==> config.mk <==
export PLATFORM = sky130hd
export DESIGN_NAME = ram_load_store_unit
export DESIGN_NICKNAME = d
export VERILOG_FILES = /design/src/rtl/ram_load_store_unit.sv
export SDC_FILE = /design/constraint.sdc
export NUM_CORES = 1
export LEC_CHECK = 0
export CORE_UTILIZATION = 47
export CTS_CLUSTER_DIAMETER = 200
export DETAILED_ROUTE_END_ITERATION = 12
export PLACE_DENSITY = 0.87
export SYNTH_ARGS = -nofsm -noshare
export SYNTH_HDL_FRONTEND = slang
export SYNTH_SLANG_ARGS = --single-unit
==> constraint.sdc <==
create_clock -name clk -period 5.03 [get_ports clk]
set_input_delay 1.509 -clock clk [delete_from_list [all_inputs] [get_ports clk]]
set_output_delay 1.509 -clock clk [all_outputs]
set_load 0.05 [all_outputs]
==> src/rtl/ram_load_store_unit.sv <==
// Purpose: byte/half/word load-store front end for a 4096x32 word RAM; sub-word stores use read-modify-write.
// Latency: accept to resp_valid is 1 cycle (error), 2 (word store), 3 (load), 4 (sub-word store).
// Backpressure: one request in flight; req_ready is high only in IDLE, which includes the response cycle.
`timescale 1ns/1ps
module ram_load_store_unit #(
  parameter int ADDR_W = 12
) (
  input  logic        clk,
  input  logic        reset,
  input  logic        req_valid,
  output logic        req_ready,
  input  logic        req_write,
  input  logic [1:0]  req_size,
  input  logic        req_signed,
  input  logic [31:0] req_addr,
  input  logic [31:0] req_wdata,
  output logic        resp_valid,
  output logic [31:0] resp_rdata,
  output logic        resp_err,
  output logic [31:0] ram_a,
  output logic        ram_we,
  output logic [31:0] ram_wd,
  input  logic [31:0] ram_rd
);

  localparam logic [1:0] SZ_BYTE = 2'b00;
  localparam logic [1:0] SZ_HALF = 2'b01;
  localparam logic [1:0] SZ_WORD = 2'b10;
  localparam logic [1:0] SZ_ILL  = 2'b11;

  typedef enum logic [1:0] {
    IDLE     = 2'd0,
    RD_ISSUE = 2'd1,
    RD_DATA  = 2'd2,
    WR       = 2'd3
  } state_t;

  state_t            state_q, state_d;
  logic [ADDR_W+1:0] addr_q, addr_d;
  logic [1:0]        size_q, size_d;
  logic              signed_q, signed_d;
  logic              write_q, write_d;
  logic [31:0]       wd_q, wd_d;
  logic              resp_valid_q, resp_valid_d;
  logic              resp_err_q, resp_err_d;
  logic [31:0]       resp_rdata_q, resp_rdata_d;

  // Address bits above the RAM word index alias silently; they are deliberately dropped.
  logic unused_addr_hi;
  assign unused_addr_hi = ^req_addr[31:ADDR_W+2];

  // Request qualification: illegal size or misalignment is answered with an error, no RAM access.
  logic req_err;
  always_comb begin
    req_err = 1'b0;
    case (req_size)
      SZ_HALF: req_err = req_addr[0];
      SZ_WORD: req_err = |req_addr[1:0];
      SZ_ILL:  req_err = 1'b1;
      default: req_err = 1'b0;
    endcase
  end

  // Load path: pick the addressed lane from the RAM word and extend it to 32 bits.
  logic [7:0]  rd_byte;
  logic [15:0] rd_half;
  logic [31:0] load_ext;
  always_comb begin
    rd_byte  = 8'h00;
    rd_half  = 16'h0000;
    load_ext = ram_rd;
    case (addr_q[1:0])
      2'd0:    rd_byte = ram_rd[7:0];
      2'd1:    rd_byte = ram_rd[15:8];
      2'd2:    rd_byte = ram_rd[23:16];
      default: rd_byte = ram_rd[31:24];
    endcase
    rd_half = addr_q[1] ? ram_rd[31:16] : ram_rd[15:0];
    case (size_q)
      SZ_BYTE: load_ext = {{24{signed_q & rd_byte[7]}}, rd_byte};
      SZ_HALF: load_ext = {{16{signed_q & rd_half[15]}}, rd_half};
      default: load_ext = ram_rd;
    endcase
  end

  // Store path: replace only the addressed lane(s) of the old word with the new right-aligned data.
  logic [31:0] merged;
  always_comb begin
    merged = ram_rd;
    if (size_q == SZ_BYTE) begin
      case (addr_q[1:0])
        2'd0:    merged[7:0]   = wd_q[7:0];
        2'd1:    merged[15:8]  = wd_q[7:0];
        2'd2:    merged[23:16] = wd_q[7:0];
        default: merged[31:24] = wd_q[7:0];
      endcase
    end else if (size_q == SZ_HALF) begin
      if (addr_q[1]) merged[31:16] = wd_q[15:0];
      else           merged[15:0]  = wd_q[15:0];
    end
  end

  // Next-state and next-register logic; response flags default to a quiet cycle.
  always_comb begin
    state_d      = state_q;
    addr_d       = addr_q;
    size_d       = size_q;
    signed_d     = signed_q;
    write_d      = write_q;
    wd_d         = wd_q;
    resp_valid_d = 1'b0;
    resp_err_d   = 1'b0;
    resp_rdata_d = 32'h0;
    case (state_q)
      IDLE: begin
        if (req_valid) begin
          addr_d   = req_addr[ADDR_W+1:0];
          size_d   = req_size;
          signed_d = req_signed;
          write_d  = req_write;
          wd_d     = req_wdata;
          if (req_err) begin
            resp_valid_d = 1'b1;
            resp_err_d   = 1'b1;
          end else if (req_write && (req_size == SZ_WORD)) begin
            state_d = WR;
          end else begin
            state_d = RD_ISSUE;
          end
        end
      end
      RD_ISSUE: begin
        // RAM samples ram_a at the end of this cycle.
        state_d = RD_DATA;
      end
      RD_DATA: begin
        if (write_q) begin
          wd_d    = merged;
          state_d = WR;
        end else begin
          resp_rdata_d = load_ext;
          resp_valid_d = 1'b1;
          state_d      = IDLE;
        end
      end
      WR: begin
        resp_valid_d = 1'b1;
        state_d      = IDLE;
      end
      default: state_d = IDLE;
    endcase
  end

  // State and datapath registers; async reset abandons any access in progress.
  always_ff @(posedge clk or posedge reset) begin
    if (reset) begin
      state_q      <= IDLE;
      addr_q       <= '0;
      size_q       <= 2'b00;
      signed_q     <= 1'b0;
      write_q      <= 1'b0;
      wd_q         <= 32'h0;
      resp_valid_q <= 1'b0;
      resp_err_q   <= 1'b0;
      resp_rdata_q <= 32'h0;
    end else begin
      state_q      <= state_d;
      addr_q       <= addr_d;
      size_q       <= size_d;
      signed_q     <= signed_d;
      write_q      <= write_d;
      wd_q         <= wd_d;
      resp_valid_q <= resp_valid_d;
      resp_err_q   <= resp_err_d;
      resp_rdata_q <= resp_rdata_d;
    end
  end

  // Outputs come straight from registers so the RAM sees glitch-free address and data.
  assign req_ready  = (state_q == IDLE);
  assign ram_we     = (state_q == WR);
  assign ram_a      = {{(32-ADDR_W){1'b0}}, addr_q[ADDR_W+1:2]};
  assign ram_wd     = wd_q;
  assign resp_valid = resp_valid_q;
  assign resp_err   = resp_err_q;
  assign resp_rdata = resp_rdata_q;

endmodule

==> results.toml <==
[detailed_routing]
drt-total-wl_um = 13600
first_pass_iters = 5
wire_per_inst_um = 17.8
ant_nets = 0
drt_iter0_drc = 223
viasPerCell = 5.62
drc = 0
vias = 4297

[floorplan]
row_count = 36
pin_count = 203
die_area_um2 = 10800
die_h_um = 104
dieWidth_um = 104
coreArea_um2 = 9950
start_util_pct = 49.3

[cts]
root_buffer = "clkbuf_8"
ctsLongestPathBuffers = 2
cts_hold_buf = 0
clkLatencyLatePin_ns = 0.36
cts.sinks = 86
tritoncts = "built"
h-tree-depth = 3
postCtsSetupRepairBufs = 0
ctsResizeCount = 0
path_clk_slew_ns = 0.08
numCtsBuffers = 9

[worst_setup_path]
path_max_fanout = 27
cp-start-kind = "flip-flop"
cp.required_ns = 3.52
critPathCaptureType = "output pin"
critPathTopFamily = "flip-flops"
cp_slowest_cell = "dfrtp_1"
max_stage_delay_ns = 0.97
r2r.worst_path.cells = 4
r2r-start = "addr_q[1]"
worstPathCellList = "and2_1 > clkdlybuf4s50_1"
cp.buffers_inverters = 1
rrSetupSlack_ns = 2.24
criticalPathCategory = "reg -> out"
r2r_end = "ram_wd[12]"
worstPathArrival_ns = 2.36

[power]
clockPowerShare_pct = 12.2
switching_power_mw = 2.15
p_sw_share_pct = 49.7
p_leak_nw = 2.88
p_per_area_nw_per_um2 = 655
pwr-share-seq_pct = 29.0
power_frac_comb_pct = 58.8
ir_drop_mv = 0.397
internal_power_mw = 2.18

[yosys]
synthArstFlopShare_pct = 100
synth_edf_count = 0
synth.largest_area_cell = "dfrtp_1"
synthCells = 498
synthTopCellsByArea = "dfrtp_1, mux2_2, mux2i_1, nand2_1, buf_4"
ys_seq_elements = 86
postSynthAreaPerCell_um2 = 9.85
synth_cell_types = 52
yosys_warnings = 0
netlist_area_um2 = 4900
synthFlopType = "dfrtp_1"
synth_top_area_share_pct = 43.9
seq_area_frac_synth_pct = 43.9

[cells_and_area]
fin_nets = 731
synthToLayoutAreaGrowth_pct = 34.8
n_fill_cell = 792
final_cell_mix = "clkdlybuf4s50_1, dfrtp_1, nand2_1, mux2_2, mux2i_1"
drive_above_1_share_pct = 10.1
instances_no_fill = 765
layout_commonest_cell = "clkdlybuf4s50_1"
multi_input_area_um2 = 2360
diodes = 0
seq_area_um2 = 2150

[hold_path]
hold_path_depth = 1
hp-start = "addr_q[10]"
hp-class = "reg -> reg"
whs_endpoint = "addr_q[10]"

[sta]
fin_tns_setup_ns = 0
rsz0062_at_grt = "false"
clock_skew_ns = 0.0117
whs_ns = 0.511
fin_crit_sh_pct = 76.9
max_freq_mhz = 258
finalMaxSlewViolations = 0
finalHoldViolCount = 0
setup_viol = 0
slew_headroom_pct = 19.4
tightest_slew_ns = 1.21
period_needed_ns = 3.87

[run]
maxCapViolations = 0

[global_routing]
grt_pass1_vias = 4203
grt_max_degree = 37
grt_pass1_wl_um = 22000
antenna_found_initial = 0
grtUsageTotal_pct = 25.8
grt-ovfl-total = 0

[placed_design]
dp_cells = 750
io_buffers = 164
post-dp-hpwl_um = 10100
gp_congestion = 0.893

[status]
status = "finished, final reports clean"
-- power groups by stage --
| stage | clock (mW) | sequential, mW | combinational, mW |
|---|---|---|---|
| floorplan | 0 | 1.70 | 1.40 |
| global placement | 0 | 1.24 | 2.49 |
| detailed placement | 0 | 1.25 | 2.54 |
| CTS | 0.535 | 1.25 | 2.54 |
| global route | 0.565 | 1.30 | 2.69 |
| finish | 0.530 | 1.25 | 2.55 |
-- per-stage QoR --
step                area (um2)  util (%)  power (mW)  setup WS [ns]
CTS                       6610      66.4        4.33           1.17
global route              6610      66.4        4.55           1.08
detailed placement        6400      64.3        3.79           1.55
finish                    6610      66.4        4.33           1.16
floorplan                 4980         -        3.11           1.30
global placement          6400      64.3        3.74           1.59
-- routing by layer --
metal | wire length (um) | part of all wire, % | track usage, % | up-vias
met2 | 6120 | 45 | 39.4 | 233
met5 | 0 | 0 | 0 | -
met4 | 259 | 1.9 | 9.69 | 0
met1 | 6150 | 45 | 36.1 | 2058
met3 | 1060 | 7.8 | 5.51 | 22
li1 | - | - | - | 1984
-- worst max-delay path by stage --
| stage | startpoint | end | slack [ns] | cells past startpoint |
|---|---|---|---|---|
| after floorplan | reset | addr_q[0] | 1.30 | 1 |
| after global placement | state_q[0] | ram_we | 1.59 | 2 |
| after detailed placement | state_q[0] | ram_we | 1.55 | 2 |
| after CTS | state_q[0] | ram_we | 1.17 | 2 |
| after global routing | state_q[0] | ram_we | 1.08 | 2 |
| final | state_q[0] | ram_we | 1.16 | 2 |
-- flip-flops by register name (all words and copies together), names as in the netlist --
name / flops
addr_q: 14
ram_wd: 32
resp_err: 1
resp_rdata: 32
resp_valid: 1
signed_q: 1
size_q: 2
state_q: 2
write_q: 1
-- cells by family (layout without fill, tap and decap cells) --
group / count (synthesis) / count (layout) / synth area share [%]
and+or+nand+nor: 141 / 141 / 13.7
other: 1 / 20 / 0.0765
muxes: 57 / 57 / 12.6
buffers and inverters: 79 / 194 / 9.54
AOI/OAI and AO/OA: 134 / 134 / 20.2
DFF: 86 / 86 / 43.9
-- cell type report --
cell class,count,area share (%)
inverters,10,0.587
clock inverters,5,1.27
well taps,133,2.52
repair buffers,169,25.4
clock buffers,10,1.93
multi-input cells,352,35.7
flip-flops and latches,86,32.6
-- cells in the mapped netlist, types with 2 or more instances --
| master | n |
|---|---|
| a21boi_0 | 6 |
| buf_6 | 3 |
| clkbuf_1 | 12 |
| o21ai_0 | 19 |
| nor2b_1 | 7 |
| o211ai_1 | 6 |
| nor3_1 | 4 |
| buf_2 | 17 |
| o22ai_1 | 6 |
| a32oi_1 | 6 |
| o32a_1 | 5 |
| o211a_1 | 7 |
| nand3b_1 | 2 |
| a21oi_1 | 26 |
| mux2_2 | 29 |
| a22oi_1 | 4 |
| a22o_1 | 16 |
| nand3_1 | 5 |
| dfrtp_1 | 86 |
| inv_1 | 9 |
| a31oi_1 | 8 |
| and2_1 | 7 |
| nand2_2 | 2 |
| o21a_1 | 5 |
| nand2b_1 | 5 |
| nand2_1 | 70 |
| o2111ai_1 | 5 |
| nor2_1 | 26 |
| mux2i_1 | 27 |
| a221oi_1 | 10 |
| buf_1 | 3 |
| or2_2 | 2 |
| buf_4 | 34 |
No activity file was read; power rests on OpenSTA's default activity.
